[config.mk]
export PLATFORM = sky130hd
export DESIGN_NAME = mem_bus_arbiter
export DESIGN_NICKNAME = d
export VERILOG_FILES = /design/src/rtl/mem_bus_arbiter_pkg.sv /design/src/rtl/mem_bus_arbiter_arb_slot.sv /design/src/rtl/mem_bus_arbiter.sv
export SDC_FILE = /design/constraint.sdc
export NUM_CORES = 1
export LEC_CHECK = 0
export ABC_AREA = 1
export ABC_CLOCK_PERIOD_IN_PS = 5600
export CORE_MARGIN = 1.5
export CORE_UTILIZATION = 41
export DETAILED_ROUTE_END_ITERATION = 12
export PLACE_DENSITY = 0.85
export SYNTH_ARGS = -nofsm -noshare
export SYNTH_HDL_FRONTEND = slang
export SYNTH_SLANG_ARGS = --single-unit
[constraint.sdc]
create_clock -name clk -period 5.6 [get_ports clk]
set_input_delay 0.56 -clock clk [delete_from_list [all_inputs] [get_ports clk]]
set_output_delay 0.56 -clock clk [all_outputs]
set_load 0.01 [all_outputs]
[src/rtl/mem_bus_arbiter_pkg.sv]
// mem_bus_arbiter_pkg: shared FSM encodings and port indices for the RAM bus arbiter
package mem_bus_arbiter_pkg;
    typedef enum logic [1:0] {
        A_IDLE = 2'd0,
        A_REQ  = 2'd1,
        A_RESP = 2'd2
    } arb_state_e;
    localparam logic P_CPU = 1'b0;
    localparam logic P_MON = 1'b1;
endpackage

[src/rtl/mem_bus_arbiter_arb_slot.sv]
// arb_slot: captures one request pulse until its completion, flags pulses that collide
module arb_slot (
    input  logic        clk,
    input  logic        rst,
    input  logic        req_i,
    input  logic        we_i,
    input  logic [31:2] adr_i,
    input  logic [31:0] wdata_i,
    input  logic        clr_i,
    output logic        pending_o,
    output logic        we_o,
    output logic [31:2] adr_o,
    output logic [31:0] wdata_o,
    output logic        drop_o
);
    logic        pending_q, pending_d, we_q, load;
    logic [31:2] adr_q;
    logic [31:0] wdata_q;
    // a new pulse may land in the very cycle the previous one completes
    assign load      = req_i & (~pending_q | clr_i);
    assign drop_o    = req_i & pending_q & ~clr_i;
    assign pending_d = load | (pending_q & ~clr_i);
    always_ff @(posedge clk or posedge rst) begin
        if (rst) begin
            pending_q <= 1'b0;
            we_q      <= 1'b0;
            adr_q     <= '0;
            wdata_q   <= '0;
        end else begin
            pending_q <= pending_d;
            if (load) begin
                we_q    <= we_i;
                adr_q   <= adr_i;
                wdata_q <= wdata_i;
            end
        end
    end
    assign pending_o = pending_q;
    assign we_o      = we_q;
    assign adr_o     = adr_q;
    assign wdata_o   = wdata_q;
endmodule

[src/rtl/mem_bus_arbiter.sv]
// mem_bus_arbiter: round-robin sharing of the data-RAM bus between the CPU LSU and the UART monitor
module mem_bus_arbiter
    import mem_bus_arbiter_pkg::*;
(
    input  logic        clk,
    input  logic        rst,
    input  logic        c_req,
    input  logic        c_we,
    input  logic [31:2] c_adr,
    input  logic [31:0] c_wdata,
    output logic        c_rvalid,
    output logic        c_wfinish,
    output logic [31:0] c_rdata,
    input  logic        u_read_req,
    input  logic [31:0] u_read_adr,
    input  logic        u_write_req,
    input  logic [31:0] u_write_adr,
    input  logic [31:0] u_write_data,
    output logic        read_valid,
    output logic [31:0] read_data,
    output logic        write_finish,
    output logic        m_req,
    output logic        m_we,
    output logic [31:2] m_adr,
    output logic [31:0] m_wdata,
    input  logic        m_ack,
    input  logic [31:0] m_rdata,
    output logic        grant_mon,
    output logic        arb_err
);
    arb_state_e  state_q, state_d;
    logic        owner_q, owner_d, last_grant_q, last_grant_d, arb_err_q, arb_err_d;
    logic [31:0] c_rdata_q, read_data_q;
    logic        cpu_pend, cpu_we, cpu_drop, cpu_clr;
    logic        mon_pend, mon_we, mon_drop, mon_clr, mon_req;
    logic [31:2] cpu_adr, mon_adr, mon_adr_in, sel_adr;
    logic [31:0] cpu_wdata, mon_wdata, sel_wdata;
    logic        sel_we, in_resp, capture;
    logic [3:0]  unused_adr_bits;
    assign unused_adr_bits = {u_read_adr[1:0], u_write_adr[1:0]};
    assign in_resp = state_q == A_RESP;
    assign cpu_clr = in_resp & (owner_q == P_CPU);
    assign mon_clr = in_resp & (owner_q == P_MON);
    // a simultaneous monitor read and write keeps the write
    assign mon_req    = u_read_req | u_write_req;
    assign mon_adr_in = u_write_req ? u_write_adr[31:2] : u_read_adr[31:2];

    arb_slot u_cpu_slot (
        .clk(clk), .rst(rst), .req_i(c_req), .we_i(c_we), .adr_i(c_adr), .wdata_i(c_wdata),
        .clr_i(cpu_clr), .pending_o(cpu_pend), .we_o(cpu_we), .adr_o(cpu_adr),
        .wdata_o(cpu_wdata), .drop_o(cpu_drop)
    );
    arb_slot u_mon_slot (
        .clk(clk), .rst(rst), .req_i(mon_req), .we_i(u_write_req), .adr_i(mon_adr_in),
        .wdata_i(u_write_data), .clr_i(mon_clr), .pending_o(mon_pend), .we_o(mon_we),
        .adr_o(mon_adr), .wdata_o(mon_wdata), .drop_o(mon_drop)
    );

    assign sel_we    = (owner_q == P_MON) ? mon_we : cpu_we;
    assign sel_adr   = (owner_q == P_MON) ? mon_adr : cpu_adr;
    assign sel_wdata = (owner_q == P_MON) ? mon_wdata : cpu_wdata;
    assign capture   = (state_q == A_REQ) & m_ack & ~sel_we;
    assign arb_err_d = arb_err_q | cpu_drop | mon_drop | (u_read_req & u_write_req);

    always_comb begin
        state_d      = state_q;
        owner_d      = owner_q;
        last_grant_d = last_grant_q;
        case (state_q)
            A_IDLE: if (cpu_pend | mon_pend) begin
                owner_d = (cpu_pend & mon_pend) ? ~last_grant_q : mon_pend;
                state_d = A_REQ;
            end
            A_REQ: state_d = m_ack ? A_RESP : A_REQ;
            A_RESP: begin
                last_grant_d = owner_q;
                state_d      = A_IDLE;
            end
            default: state_d = A_IDLE;
        endcase
    end

    always_ff @(posedge clk or posedge rst) begin
        if (rst) begin
            state_q      <= A_IDLE;
            owner_q      <= P_MON;
            last_grant_q <= P_MON;
            arb_err_q    <= 1'b0;
            c_rdata_q    <= '0;
            read_data_q  <= '0;
        end else begin
            state_q      <= state_d;
            owner_q      <= owner_d;
            last_grant_q <= last_grant_d;
            arb_err_q    <= arb_err_d;
            if (capture && owner_q == P_CPU) c_rdata_q <= m_rdata;
            if (capture && owner_q == P_MON) read_data_q <= m_rdata;
        end
    end

    assign m_req        = state_q == A_REQ;
    assign m_we         = m_req & sel_we;
    assign m_adr        = m_req ? sel_adr : '0;
    assign m_wdata      = m_req ? sel_wdata : '0;
    assign c_rvalid     = cpu_clr & ~cpu_we;
    assign c_wfinish    = cpu_clr & cpu_we;
    assign read_valid   = mon_clr & ~mon_we;
    assign write_finish = mon_clr & mon_we;
    assign c_rdata      = c_rdata_q;
    assign read_data    = read_data_q;
    assign grant_mon    = (state_q == A_IDLE) ? last_grant_q : owner_q;
    assign arb_err      = arb_err_q;
endmodule
==> metrics.json <==
{
  "run_status": "complete, no violations",
  "post_synth_mux_area_share": 0,
  "maxSlewHeadroom": 0.396,
  "power.density_cell_area_mw_per_mm2": 494,
  "fillerInstances": 1914,
  "number_of_clock_buffers_inserted_by_tritoncts": 17,
  "xor_xnor_fraction_of_synth_area": 0,
  "largest_family_of_logic_cells_by_synthesized_area": "simple AND/OR/NAND/NOR gates",
  "avgSynthCellArea_um2": 8.16,
  "areaGrowthSynthToFinish_pct": 39.7,
  "post-cts-setup-buffers": 0,
  "drv_slew": 0,
  "detail_route.first_pass.iterations": 5,
  "start_util": 0.421,
  "clock-root-buffer": "clkbuf_16",
  "netlist_instances": 1136,
  "leak_pwr_nw": 6.22,
  "synth_warnings": 0,
  "syn_area_mm2": 0.00927,
  "most_frequent_cells_in_the_layout": "nand2_1 (478), clkdlybuf4s50_1 (324), dfrtp_1 (195)",
  "portBuffers": 326,
  "hpwlAfterDp_mm": 18.4,
  "track_usage": 0.239,
  "hold_class": "primary input to async pin",
  "worstMarginPinSlew_ns": 0.906,
  "vias_per_cell": 5.04,
  "tns_ns": 0,
  "fraction_of_the_mapped_netlist_area_in_compound_gates": 0.0986,
  "clkLatencyLatePin_ns": 0.43,
  "final_layout_size_suffix_gt1_frac": 0.0632,
  "setup.worst_path.class": "flip-flop to output pin",
  "layout.cells.most_common": "nand2_1",
  "grt_pass1_wl_mm": 44.8,
  "globalRouteOverflowTotal": 0,
  "antenna_found_initial": 0,
  "dieWidth_um": 153,
  "floorplan.die_area_mm2": 0.0235,
  "finalInstanceArea_mm2": 0.0130,
  "worst_ep_arrival_time_ns": 3.24,
  "count_of_endpoints_failing_setup_in_the_final_report": 0,
  "dr.first_iter.drc_count": 567,
  "fin_crit_sh": 0.679,
  "finalWeightedCongestion": 0.785,
  "post_drt_wl_per_cell_um": 16.2,
  "tritoncts": "built",
  "grt_pass1_vias": 8675,
  "route.vias.total": 8590,
  "worst_setup_path_start_kind": "flip-flop",
  "placed_area_mm2": 0.0124,
  "clk_transition_reported_paths_ns": 0.08,
  "synthSimpleGateAreaFrac": 0.278,
  "proportion_of_synthesized_chip_area_in_sequential_cells": 0.532,
  "yosysUniqueCellTypes": 23,
  "reg2regPathDepth": 9,
  "drv_cap": 0,
  "design_power_total_mw": 6.40,
  "maximum_number_of_pins_on_one_net_before_global_route_repair": 72,
  "fp-row-count": 54,
  "max_freq_ghz": 0.263,
  "post_synthesis_sequential_element_count": 197,
  "ctsHoldBuffers": 0,
  "cts-htree-levels": 4,
  "min_period_ns": 3.80,
  "post_synth_fa_ha_maj_area_fraction": 0,
  "route.final.wire_length_mm": 27.6,
  "post_cts_resized": 0,
  "tritoncts_num_sinks": 197,
  "timing.critical_path.required_ns": 5.04,
  "timing_hold_violations_final": 0,
  "synth_fp_nets": 1333,
  "whs_ns": 0.373,
  "remaining_drc_errors": 0,
  "route.antenna.remaining_nets": 0,
  "clock_skew_ns": 0.0114,
  "peakVddDrop_uv": 210,
  "final_util": 0.588,
  "rsz0062_at_grt": "false",
  "antennaDiodeCount": 0,
  "number_of_nets_in_the_final_layout": 1608,
  "crit_fanout": 66,
  "ios": 331,
  "die_h_um": 153,
  "cts_buffer_depth": 2,
  "worst_setup_path_end_kind": "output pin",
  "fp.coreArea_mm2": 0.0220
}
==> layout make-up <==
cell class,instances,area [um^2],share of cell area
flip-flops and latches,197,4930,0.381
well taps,280,350,0.0270
inverters,72,274,0.0212
clock buffers,19,443,0.0342
repair buffers,336,3330,0.257
multi-input cells,787,3490,0.270
clock inverters,13,133,0.0102
==> routing by layer <==
metal / share of wire / global-route usage / vias up
met5: 0 / 0 / -
met3: 0.063 / 0.0496 / 68
met4: 0.040 / 0.104 / 0
met1: 0.41 / 0.292 / 4006
li1: - / - / 4145
met2: 0.49 / 0.411 / 371
==> logic make-up (layout without fill, tap and decap cells) <==
logic type      after synthesis  count (layout)
buf+inv                     152             440
flops                       197             197
simple gates                626             626
compound gates              161             161
==> power by group <==
group / switching, mW / internal (mW)
Combinational: 1.52 / 1.27
Clock: 0.602 / 0.608
Sequential: 0.345 / 2.05
Total: 2.47 / 3.93
==> cells in the mapped netlist <==
cell type | count | area (um^2)
o21ai_0 | 34 | 170
buf_1 | 6 | 22.5
nand3_1 | 129 | 646
nor2_1 | 5 | 18.8
clkbuf_1 | 11 | 41.3
buf_2 | 22 | 110
nor2_4 | 2 | 22.5
dfstp_2 | 2 | 52.6
nand3_2 | 2 | 20.0
or2_4 | 1 | 8.76
a21oi_1 | 63 | 315
o21ai_2 | 29 | 254
nand2_4 | 3 | 33.8
nor2_2 | 1 | 6.26
inv_1 | 70 | 263
o21ai_1 | 35 | 175
inv_2 | 2 | 7.51
nor3_1 | 1 | 5.00
nand2_2 | 3 | 18.8
buf_4 | 15 | 113
nand2_1 | 479 | 1800
buf_6 | 26 | 293
dfrtp_1 | 195 | 4880
==> final timing paths <==
check	from	to	slack (ns)
worst max-delay path	owner_q	grant_mon	1.80
worst min-delay path	rst	u_cpu_slot.wdata_o[26]	0.37
worst max register to register	owner_q	u_cpu_slot.adr_o[13]	2.39
worst min register to register	u_cpu_slot.adr_o[7]	u_cpu_slot.adr_o[7]	0.47
max in group asynchronous	rst	u_cpu_slot.wdata_o[3]	4.11
min in group clk	u_cpu_slot.adr_o[7]	u_cpu_slot.adr_o[7]	0.47
==> worst max-delay path: stages (launching register included) <==
cell and delay (ns):
dfstp_2 0.52, buf_4 0.62, inv_2 0.41, buf_4 0.42, o21ai_0 0.22, clkdlybuf4s50_1 0.61
==> state kept, by name, summed over array words and instances, names as in the netlist <==
signal and count:
c_rdata 32, u_mon_slot.adr_o 30, u_cpu_slot.wdata_o 32, u_mon_slot.wdata_o 32
state_q 2, u_mon_slot.pending_o 1, u_cpu_slot.adr_o 30, read_data 32
u_cpu_slot.we_o 1, u_mon_slot.we_o 1, arb_err 1, owner_q 1
last_grant_q 1, u_cpu_slot.pending_o 1
==> per-stage QoR <==
step / cells / setup WS, ns
final: 1704 / 1.80
after floorplan: 1136 / 2.50
after global routing: 1704 / 1.63
after CTS: 1704 / 1.77
after detailed placement: 1672 / 2.24
after global placement: 1672 / 2.26
No activity file was read; power rests on OpenSTA's default activity.
